## config.mk

```make
export PLATFORM = sky130hd
export DESIGN_NAME = host_msix_capture_flat
export DESIGN_NICKNAME = d
export VERILOG_FILES = /design/src/rtl/host_msix_capture_if.sv /design/src/rtl/host_msix_capture.sv /design/src/flat_wrapper.sv
export SDC_FILE = /design/constraint.sdc
export NUM_CORES = 1
export LEC_CHECK = 0
export CORE_MARGIN = 4
export CORE_UTILIZATION = 40
export DETAILED_ROUTE_END_ITERATION = 6
export PLACE_DENSITY = 0.69
export SYNTH_ARGS = -nofsm -noshare
export SYNTH_HDL_FRONTEND = slang
export SYNTH_SLANG_ARGS = --single-unit
```

## constraint.sdc

```tcl
create_clock -name clk -period 2.8 [get_ports clk]
set_input_delay 0.56 -clock clk [delete_from_list [all_inputs] [get_ports clk]]
set_output_delay 0.56 -clock clk [all_outputs]
set_load 0.005 [all_outputs]
```

## src/rtl/host_msix_capture_if.sv

```systemverilog
// Host write stream and forwarded memory-port write, bundled for host_msix_capture.
// slave = capture block side, master = host/memory model side.
interface host_msix_capture_if;
    logic        wr_valid;
    logic        wr_ready;
    logic [63:0] wr_addr;
    logic [31:0] wr_data;
    logic [3:0]  wr_be;
    logic        mem_valid;
    logic        mem_ready;
    logic [63:0] mem_addr;
    logic [31:0] mem_data;
    logic [3:0]  mem_be;

    modport master (
        output wr_valid, wr_addr, wr_data, wr_be, mem_ready,
        input  wr_ready, mem_valid, mem_addr, mem_data, mem_be
    );

    modport slave (
        input  wr_valid, wr_addr, wr_data, wr_be, mem_ready,
        output wr_ready, mem_valid, mem_addr, mem_data, mem_be
    );
endinterface

```

## src/rtl/host_msix_capture.sv

```systemverilog
// MSI-X message-window capture: per-vector pending bits and saturating hit counters, others forwarded.
// Optional macro HOST_MSIX_FWD_EN: qualified hits are also forwarded to the memory port.
module host_msix_capture #(
    parameter int unsigned NUM_VEC   = 8,
    parameter int unsigned CNT_W     = 8,
    parameter logic [63:0] MSIX_BASE = 64'h0000_0000_FEE0_0000,
    parameter logic [31:0] MSIX_DATA = 32'h1234_5678,
    localparam int unsigned VEC_W    = (NUM_VEC > 1) ? $clog2(NUM_VEC) : 1
) (
    input  logic                 clk,
    input  logic                 rst_n,
    host_msix_capture_if.slave   bus,
    input  logic                 clr_valid,
    input  logic [VEC_W-1:0]     clr_vec,
    input  logic [VEC_W-1:0]     rd_vec,
    output logic [CNT_W-1:0]     rd_cnt,
    output logic [NUM_VEC-1:0]   pend,
    output logic                 intr_any,
    output logic                 bad_msix
);

    localparam logic [63:0]      WIN_BYTES = 64'(4 * NUM_VEC);
    localparam logic [CNT_W-1:0] CNT_MAX   = '1;

    logic [63:0]        win_off;
    logic               in_win;
    logic               qual;
    logic               accept;
    logic               hit;
    logic               fwd_load;
    logic [VEC_W-1:0]   hit_vec;
    logic [NUM_VEC-1:0] hit_oh;
    logic [NUM_VEC-1:0] clr_oh;
    logic [NUM_VEC-1:0] pend_q;
    logic [CNT_W-1:0]   cnt [NUM_VEC];
    logic               mem_valid_q;
    logic [63:0]        mem_addr_q;
    logic [31:0]        mem_data_q;
    logic [3:0]         mem_be_q;
    logic               bad_q;

    // Window membership uses the unsigned offset so addresses below the base never alias in.
    assign win_off = bus.wr_addr - MSIX_BASE;
    assign in_win  = (bus.wr_addr >= MSIX_BASE) && (win_off < WIN_BYTES);
    assign qual    = (bus.wr_addr[1:0] == 2'b00) && (bus.wr_be == 4'hF) &&
                     (bus.wr_data == MSIX_DATA);
    assign hit_vec = win_off[VEC_W+1:2];

    assign accept  = bus.wr_valid && bus.wr_ready;
    assign hit     = accept && in_win && qual;

`ifdef HOST_MSIX_FWD_EN
    assign fwd_load = accept;
`else
    assign fwd_load = accept && !hit;
`endif

    always_comb begin
        hit_oh = '0;
        clr_oh = '0;
        for (int v = 0; v < NUM_VEC; v++) begin
            hit_oh[v] = hit && (hit_vec == VEC_W'(v));
            clr_oh[v] = clr_valid && (clr_vec == VEC_W'(v));
        end
    end

    // A hit on a vector being cleared in the same cycle restarts its count at one.
    always_ff @(posedge clk or negedge rst_n) begin
        if (!rst_n) begin
            pend_q <= '0;
            for (int v = 0; v < NUM_VEC; v++) begin
                cnt[v] <= '0;
            end
        end else begin
            for (int v = 0; v < NUM_VEC; v++) begin
                if (hit_oh[v]) begin
                    pend_q[v] <= 1'b1;
                    if (clr_oh[v]) begin
                        cnt[v] <= CNT_W'(1);
                    end else if (cnt[v] != CNT_MAX) begin
                        cnt[v] <= cnt[v] + 1'b1;
                    end
                end else if (clr_oh[v]) begin
                    pend_q[v] <= 1'b0;
                    cnt[v]    <= '0;
                end
            end
        end
    end

    always_ff @(posedge clk or negedge rst_n) begin
        if (!rst_n) begin
            mem_valid_q <= 1'b0;
            mem_addr_q  <= '0;
            mem_data_q  <= '0;
            mem_be_q    <= '0;
        end else if (fwd_load) begin
            mem_valid_q <= 1'b1;
            mem_addr_q  <= bus.wr_addr;
            mem_data_q  <= bus.wr_data;
            mem_be_q    <= bus.wr_be;
        end else if (bus.mem_ready) begin
            mem_valid_q <= 1'b0;
        end
    end

    always_ff @(posedge clk or negedge rst_n) begin
        if (!rst_n) begin
            bad_q <= 1'b0;
        end else begin
            bad_q <= accept && in_win && !qual;
        end
    end

    always_comb begin
        rd_cnt = '0;
        for (int v = 0; v < NUM_VEC; v++) begin
            if (rd_vec == VEC_W'(v)) begin
                rd_cnt = cnt[v];
            end
        end
    end

    assign bus.wr_ready  = !mem_valid_q || bus.mem_ready;
    assign bus.mem_valid = mem_valid_q;
    assign bus.mem_addr  = mem_addr_q;
    assign bus.mem_data  = mem_data_q;
    assign bus.mem_be    = mem_be_q;
    assign pend          = pend_q;
    assign intr_any      = |pend_q;
    assign bad_msix      = bad_q;

endmodule

```

## src/flat_wrapper.sv

```systemverilog
// flat-port wrapper written by rule: the top's interface ports become plain ports
module host_msix_capture_flat 
#(
    parameter int unsigned NUM_VEC   = 8,
    parameter int unsigned CNT_W     = 8,
    parameter logic [63:0] MSIX_BASE = 64'h0000_0000_FEE0_0000,
    parameter logic [31:0] MSIX_DATA = 32'h1234_5678,
    localparam int unsigned VEC_W    = (NUM_VEC > 1) ? $clog2(NUM_VEC) : 1
)
  (clk, rst_n, clr_valid, clr_vec, rd_vec, rd_cnt, pend, intr_any, bad_msix, bus_wr_valid, bus_wr_addr, bus_wr_data, bus_wr_be, bus_mem_ready, bus_wr_ready, bus_mem_valid, bus_mem_addr, bus_mem_data, bus_mem_be);
  host_msix_capture_if bus_i ();
  input  logic clk;
  input  logic rst_n;
  input  logic clr_valid;
  input  logic [VEC_W-1:0] clr_vec;
  input  logic [VEC_W-1:0] rd_vec;
  output logic [CNT_W-1:0] rd_cnt;
  output logic [NUM_VEC-1:0] pend;
  output logic intr_any;
  output logic bad_msix;
  input wire logic [$bits(bus_i.wr_valid)-1:0] bus_wr_valid;
  input wire logic [$bits(bus_i.wr_addr)-1:0] bus_wr_addr;
  input wire logic [$bits(bus_i.wr_data)-1:0] bus_wr_data;
  input wire logic [$bits(bus_i.wr_be)-1:0] bus_wr_be;
  input wire logic [$bits(bus_i.mem_ready)-1:0] bus_mem_ready;
  output wire logic [$bits(bus_i.wr_ready)-1:0] bus_wr_ready;
  output wire logic [$bits(bus_i.mem_valid)-1:0] bus_mem_valid;
  output wire logic [$bits(bus_i.mem_addr)-1:0] bus_mem_addr;
  output wire logic [$bits(bus_i.mem_data)-1:0] bus_mem_data;
  output wire logic [$bits(bus_i.mem_be)-1:0] bus_mem_be;
  assign bus_i.wr_valid = bus_wr_valid;
  assign bus_i.wr_addr = bus_wr_addr;
  assign bus_i.wr_data = bus_wr_data;
  assign bus_i.wr_be = bus_wr_be;
  assign bus_i.mem_ready = bus_mem_ready;
  assign bus_wr_ready = bus_i.wr_ready;
  assign bus_mem_valid = bus_i.mem_valid;
  assign bus_mem_addr = bus_i.mem_addr;
  assign bus_mem_data = bus_i.mem_data;
  assign bus_mem_be = bus_i.mem_be;
  host_msix_capture #(.NUM_VEC(NUM_VEC), .CNT_W(CNT_W), .MSIX_BASE(MSIX_BASE), .MSIX_DATA(MSIX_DATA)) u_core (.clk(clk), .rst_n(rst_n), .bus(bus_i), .clr_valid(clr_valid), .clr_vec(clr_vec), .rd_vec(rd_vec), .rd_cnt(rd_cnt), .pend(pend), .intr_any(intr_any), .bad_msix(bad_msix));
endmodule
```

**Word level (Yosys, flattened, before mapping)**

Index checks and enable logic that the tools add are counted.

- Input bits: 111
- Bits in registers: 174
- Output and inout bits: 120

- Reductions and logical operators: 58
- Order comparisons: 2
- Multiplexer cells: 58
- Equal/unequal tests: 31
- Add/sub/neg operators: 9

Operator list:

| cell | count |
|---|---|
| two-way mux 8 bit | 40 |
| adder 8 x 1 -> 8 bit (second input constant) | 8 |
| >= comparator 64 x 32 -> 1 bit (second input constant) | 1 |
| < comparator 64 x 6 -> 1 bit (second input constant) | 1 |
| inequality test 8 bit (second input constant) | 8 |
| subtractor 64 x 32 -> 64 bit (second input constant) | 1 |
| == test 3 bit (second input constant) | 12 |
| nonzero test 2 bit | 17 |
| == test 32 x 29 -> 1 bit (second input constant) | 1 |
| logical AND 1 bit | 24 |
| == test 3 x 2 -> 1 bit (second input constant) | 6 |
| two-way mux 1 bit | 18 |
| AND reduction 2 bit | 8 |
| == test 3 x 1 -> 1 bit (second input constant) | 3 |
| logical NOT 3 bit | 3 |
| OR reduction 8 bit | 1 |
| == test 4 bit (second input constant) | 1 |
| logical NOT 1 bit | 3 |
| logical NOT 2 bit | 1 |
| logical OR 1 bit | 1 |

**Depth between registers and ports, before layout**

Gate-level depths: netlist of run 1.

- Word-level depth: 9
- Depth in mapped cells: 12
- Mapped depth without buffers: 9

**Worst setup path before layout of run 1**

No wires, ideal clock.

- Kind: input -> register
- Start: input bus_wr_addr[21]
- End: register u_core.cnt[18] in the netlist's numbering
- Cell stages on the path: 10
- Path slack: -0.993 ns
- Arrival: 3.716 ns
- Setup time: 0.077 ns
- Buffers on the path: 1
- Path through: ha_1 > a21oi_1 > nor3_1 > nor4_1 > xor2_1 > or4_1 > or4_1 > buf_2 > or4_1 > a21oi_1

- Longest elaborated chain between the ends: 8
- Elaborated cells on any way between the ends: 10
- Classes of those cells: add/sub (1); order compare (2); mux (1); reduce/logical (6)

RTL lines:

| element | line | text |
|---|---|---|
| start: declaration | flat_wrapper.sv:22 | `input wire logic [$bits(bus_i.wr_addr)-1:0] bus_wr_addr;` |
| subtractor 64 x 32 -> 64 bit | host_msix_capture.sv:43 | `assign win_off = bus.wr_addr - MSIX_BASE;` |
| < comparator 64 x 6 -> 1 bit | host_msix_capture.sv:44 | `assign in_win = (bus.wr_addr >= MSIX_BASE) && (win_off < WIN_BYTES);` |
| logical AND 1 bit * | host_msix_capture.sv:44 |  |
| logical AND 1 bit * (2 in series) | host_msix_capture.sv:50 | `assign hit = accept && in_win && qual;` |
| logical AND 1 bit * | host_msix_capture.sv:62 | `hit_oh[v] = hit && (hit_vec == VEC_W'(v));` |
| nonzero test 2 bit (no line) | n/a |  |
| AND reduction 2 bit (no line) | n/a |  |
| end signal: indexed assignment | host_msix_capture.sv:81 | `cnt[v] <= cnt[v] + 1'b1;` |
| end: declaration | host_msix_capture.sv:35 | `logic [CNT_W-1:0] cnt [NUM_VEC];` |

Mark *: on every way between the ends. The rest lies on a longest branch, timed or not.
A chain may end at the register's enable or synchronous reset.

**Worst setup path after layout of run 1**

- Start: input bus_wr_addr[41]
- End: register u_core.cnt[18] in the netlist's numbering

Same word-level chain as after synthesis.

==> results of run 1 <==
==> worst reg2reg max path, delay by kind of cell, from the launching register on <==
kind / cells / cell delay, ns
multiplexers: 1 / 0.29
AND/OR/NAND/NOR: 6 / 1.25
buffers and inverters: 5 / 0.75
AO/OA/AOI/OAI: 1 / 0.19
flip-flops: 1 / 0.42
==> layer usage <==
layer / track usage / share of wire / up-vias
li1: - / - / 4650
met3: 0.0654 / 0.071 / 61
met2: 0.428 / 0.49 / 440
met4: 0.0647 / 0.023 / 0
met5: 0 / 0 / -
met1: 0.336 / 0.41 / 5070
==> logic make-up after synthesis <==
| family | share of synthesized area |
|---|---|
| AO/OA/AOI/OAI | 0.127 |
| XOR/XNOR | 0.00713 |
| adder cells (fa/ha/maj) | 0.0115 |
| buffers and inverters | 0.0256 |
| flip-flops | 0.443 |
| multiplexers | 0.141 |
| AND/OR/NAND/NOR | 0.245 |
==> worst max-delay path by stage <==
stage	start	to	slack [ns]
after detailed placement	bus_wr_addr[52]	u_core.cnt[23]	-1.37
after global placement	bus_wr_addr[51]	u_core.cnt[18]	-1.40
final	bus_wr_addr[41]	u_core.cnt[18]	-0.69
after floorplan	bus_wr_addr[33]	u_core.cnt[18]	-0.81
after CTS	bus_wr_addr[35]	u_core.cnt[18]	-0.64
after global routing	bus_wr_addr[41]	u_core.cnt[18]	-0.74
==> power by group <==
part / switching (mW) / internal, mW / total, mW
logic: 0.632 / 1.10 / 1.73
registers: 0.168 / 2.73 / 2.90
clock network: 1.29 / 1.24 / 2.52
==> state kept, by name, indices dropped and copies added (netlist names) <==
register,flops
u_core.bad_msix,1
u_core.bus.mem_addr,64
u_core.bus.mem_be,4
u_core.bus.mem_data,32
u_core.bus.mem_valid,1
u_core.cnt,64
u_core.pend,8
==> layout make-up <==
class / instances / area (um2)
tap: 324 / 405
sequential: 174 / 4350
clock inverter: 15 / 204
timing repair buffer: 493 / 4740
fill: 1767 / 7580
multi-input combinational: 738 / 6480
clock buffer: 17 / 425
inverter: 16 / 60.1
==> what timing repair did <==
item	CTS	global route
setup buffers	22	31
setup endpoints to repair	182	182
gates cloned	5	5
pin swaps	47	87
gates resized for setup	157	176
==> cells in the mapped netlist, types with 12 or more instances <==
cell type  number  share of area
dfrtp_1       174           0.44
mux2_2        104           0.12
nand2_1        84          0.032
nand3_1        50          0.025
nor2_1         46          0.018
a21oi_1        45          0.023
and3_1         37          0.024
o21ai_0        33          0.017
nor3_1         31          0.016
nor4_1         26          0.017
clkbuf_1       25         0.0095
nand4_1        25          0.016
mux2i_1        19          0.019
or4_1          17          0.013
inv_1          16         0.0061
buf_2          15         0.0076
a31o_2         14          0.012
nand2b_1       14         0.0089
o31ai_1        14          0.011
o211ai_1       12         0.0092
or3_1          12         0.0076
==> per-stage QoR <==
stage | total power, mW | utilization | hold WS [ns] | setup WS (ns) | TNS, ns
CTS | 7.12 | 0.650 | 0.0669 | -0.637 | -72.59
global route | 7.42 | 0.687 | 0.0926 | -0.736 | -96.69
finish | 7.16 | 0.687 | 0.0646 | -0.686 | -75.64
detailed placement | 4.53 | 0.600 | 0.491 | -1.37 | -210.31
global placement | 4.51 | 0.600 | 0.489 | -1.40 | -214.68
floorplan | 3.50 | - | 0.264 | -0.812 | -91.94
==> run metrics, run 1 <==
GRT Overall Usage 0.257; CP required 3.16 ns; Cells after Synth 972; dpl cell area 14500 um2; Layout Cells excl Fill 1777; Vias/cell 5.75; Power per Cell Area 429 nW/um2; initial antenna violation count 0; leak pwr 7.71 nW; synthesized flop and latch total 174; clock tree sinks 174; critical path depth 12; Clock Skews 0.0197 ns; first-pass GRT wire length 54.9 mm; Least-Margin Pin Slew 0.641 ns; share of cells above drive strength 1 0.388; Ys Warns 0; FF-to-FF End u_core.bus.mem_addr[40]; Setup Viol. Count Final 172; crit-path cells clkbuf_2, nor4_4, buf_4, buf_4, buf_4, nand4b_1, nor3_2, xor2_1, or4b_4, or4_4, or4_4, a21oi_2; ANT cells 0; H-tree depth 4; number of port buffers 230; crit-path max FO 4; cell family with most CP delay simple AND/OR/NAND/NOR gates; antenna-violating nets left 0; ys async rst share 1.00; critical path buffer and inverter count 4; worst min-delay path class in -> async; fmax 287 MHz; Critical Path Most Common Cell buf_4; slowest stage cell, crit path or4_4; post-synth net total 1092; Detailed Route Iter0 Violations 812; Distinct cells, synth 71; run status finished, violations left; Period minus WS final 3.49 ns; reg2reg path depth 13; RSZ-0062 raised after global routing true; # rows 57; reg2reg setup slack -0.20 ns; CP startpoint kind input pin; min setup slack post-route -0.686 ns; I/O Pins 231; Post-synth EDFFs 0; Clock Latency Late Sink 0.44 ns; initial core utilization 0.405; final std cell area, no fill 16700 um2; Max stage delay on crit path 0.57 ns; CTS Buf Count 17; via count 10200; final hold violation count 0; post-DP HPWL 25.9 mm; clock transition at the registers of the reported paths 0.09 ns; Tcrit/Tclk final 1.25; syn avg cell area 10.1 um2; Final nets 1560; ys flop type dfrtp_1; maxcap violations 0; FF-to-FF Start u_core.bus.mem_valid; CTS tree done; post-synthesis sequential area ratio 0.443; Inst Count DP 1687; WL final 36.8 mm; most frequent cells in the layout buf_4 (197), dfrtp_1 (174), clkdlybuf4s50_1 (158), mux2_4 (100), nand2_1 (81); failing checks negative setup slack; clock tree buffer depth 2; synth-to-layout area growth 69.6%; Placeable Area 24200 um2; crit end category flop; WS Path Type in -> reg; grt total ovfl 0; routability cong. 0.906; CTS root buf clkbuf_16; hold buffer count at cts 0; Slew HR 0.571; die span in y 165 um; final-report max-slew violation count 0; Arrival @ worst endpoint 3.84 ns; largest net degree at the start of global routing 62; vias in the first global route 10200; die area 27100 um2; Syn Std Cell Area 9830 um2; die width 165 um; Post-route DRC 0; Worst VDD drop 443 uV; most common cell after layout, fill and taps aside buf_4; routed len/inst 20.7 um; Pre-antenna DRT Iters 5
Power figures use the tool's default switching activity.
==> run 2, diff against run 1 <==
Settings changed: MAX_ROUTING_LAYER set to met4.
==> run 2 against run 1 <==
The flow still finishes with violations (negative setup slack). Sequential cell count unchanged. Die area unchanged. Count of clock-buffer cells in the layout unchanged. Sequential power about the same. Critical path type unchanged.
==> run metrics, run 2 (synthesis results as in run 1) <==
run status finished, violations left; failing checks negative setup slack; Max stage delay on crit path 0.32 ns; Layout Cells excl Fill 1769; largest net degree at the start of global routing 60; clock tree buffer depth 2; number of port buffers 230; Placeable Area 24200 um2; first-pass GRT wire length 54.2 mm; die area 27100 um2; fmax 296 MHz; Vias/cell 5.80; crit end category flop; CP startpoint kind input pin; routability cong. 0.932; die span in y 165 um; routed len/inst 21.0 um; clock tree sinks 174; Worst VDD drop 385 uV; WS Path Type in -> reg; Period minus WS final 3.38 ns; hold buffer count at cts 0; worst min-delay path class in -> async; CTS tree done; grt total ovfl 0; clock transition at the registers of the reported paths 0.08 ns; dpl cell area 14500 um2; most frequent cells in the layout buf_4 (190), clkdlybuf4s50_1 (176), dfrtp_1 (174), mux2_4 (100), nand2_1 (75); final hold violation count 0; GRT Overall Usage 0.261; min setup slack post-route -0.583 ns; most common cell after layout, fill and taps aside buf_4; RSZ-0062 raised after global routing true; # rows 57; Post-route DRC 0; Clock Latency Late Sink 0.44 ns; WL final 37.2 mm; initial antenna violation count 1; post-DP HPWL 25.9 mm; reg2reg setup slack -0.06 ns; leak pwr 7.53 nW; CP required 3.12 ns; slowest stage cell, crit path nor4_4; final std cell area, no fill 16600 um2; Setup Viol. Count Final 172; CTS Buf Count 17; vias in the first global route 10000; Pre-antenna DRT Iters 7; Critical Path Most Common Cell buf_4; I/O Pins 231; final-report max-slew violation count 0; initial core utilization 0.405; Inst Count DP 1684; die width 165 um; H-tree depth 4; Tcrit/Tclk final 1.21; Least-Margin Pin Slew 0.789 ns; crit-path cells buf_2, nor4_4, buf_4, buf_4, nand3b_1, buf_4, o21ai_0, nand3_1, buf_4, nor3b_2, nand4_1, o211ai_1, buf_4, buf_8, buf_12, mux2_4; Arrival @ worst endpoint 3.70 ns; fillers 1819; Final nets 1551; share of cells above drive strength 1 0.397; Power per Cell Area 420 nW/um2; synth-to-layout area growth 68.9%; hold slack 0.0836 ns; antenna-violating nets left 0; Clock Skews 0.0102 ns; via count 10300; crit-path max FO 16; Slew HR 0.472; CTS root buf clkbuf_16; maxcap violations 0; Detailed Route Iter0 Violations 855
## run 2: cell types whose count changed in the layout (fill, tap and decap cells not counted), moves of 6 or more
cell             before  now
clkdlybuf4s50_1     158  176
dlymetal6s2s_1       22    8
buf_4               197  190
nand2_1              81   75
nand3_2               3    9
## run 2: final timing paths
kind / cells past startpoint / end / from
hold / removal: 1 / u_core.bus.mem_addr[41] / rst_n
min in group clk: 2 / u_core.bus.mem_data[26] / bus_wr_data[26]
hold reg to reg: 1 / u_core.bus.mem_addr[22] / u_core.bus.mem_addr[22]
setup / recovery: 16 / u_core.bus.mem_addr[35] / bus_wr_addr[34]
max in group asynchronous: 2 / u_core.cnt[8] / rst_n
setup reg to reg: 9 / u_core.cnt[18] / u_core.bus.mem_valid
## run 2: final cells by class
type	count	area, um2	share of cell area
clock buffer	17	425	0.0256
inverter	16	60.1	0.00362
clock inverter	15	168	0.0101
tap	324	405	0.0244
antenna	1	2.50	0.000151
multi-input combinational	738	6600	0.397
timing repair buffer	484	4590	0.276
sequential	174	4350	0.262
## run 2: per-stage QoR
stage | util | setup slack [ns] | total power, mW | TNS [ns]
2_1_floorplan | - | -0.812 | 3.50 | -91.94
3_3_place_gp | 0.598 | -1.37 | 4.51 | -208.35
3_5_place_dp | 0.598 | -1.43 | 4.52 | -207.43
4_1_cts | 0.643 | -0.607 | 6.96 | -73.59
5_1_grt | 0.685 | -0.702 | 7.25 | -101.02
6_report | 0.685 | -0.583 | 6.97 | -82.76
## run 2: power breakdown
part / internal, mW / switching [mW]
Combinational: 1.07 / 0.621
Sequential: 2.74 / 0.157
Clock: 1.20 / 1.19
Total: 5.00 / 1.97
## run 2: timing repair
item                                   4_1_cts  5_1_grt
setup endpoints to repair                  182      179
pin swaps                                   37       87
gates resized for setup                    142      192
setup buffers                               19       25
endpoints found under the hold margin        0        0
cloned                                       4        9
## run 2: critical path, delay by kind of cell
family          cells  cell delay (ns)
compound gates      2             0.35
buf+inv             8             1.35
mux                 1             0.31
simple gates        5             1.11
## run 2: routing by layer
| layer | wire (um) | GRT usage | vias up |
|---|---|---|---|
| met2 | 18100 | 0.419 | 473 |
| met5 | 0 | - | - |
| met4 | 935 | 0.0779 | 0 |
| li1 | - | - | 4647 |
| met1 | 15300 | 0.336 | 5049 |
| met3 | 2870 | 0.0542 | 84 |
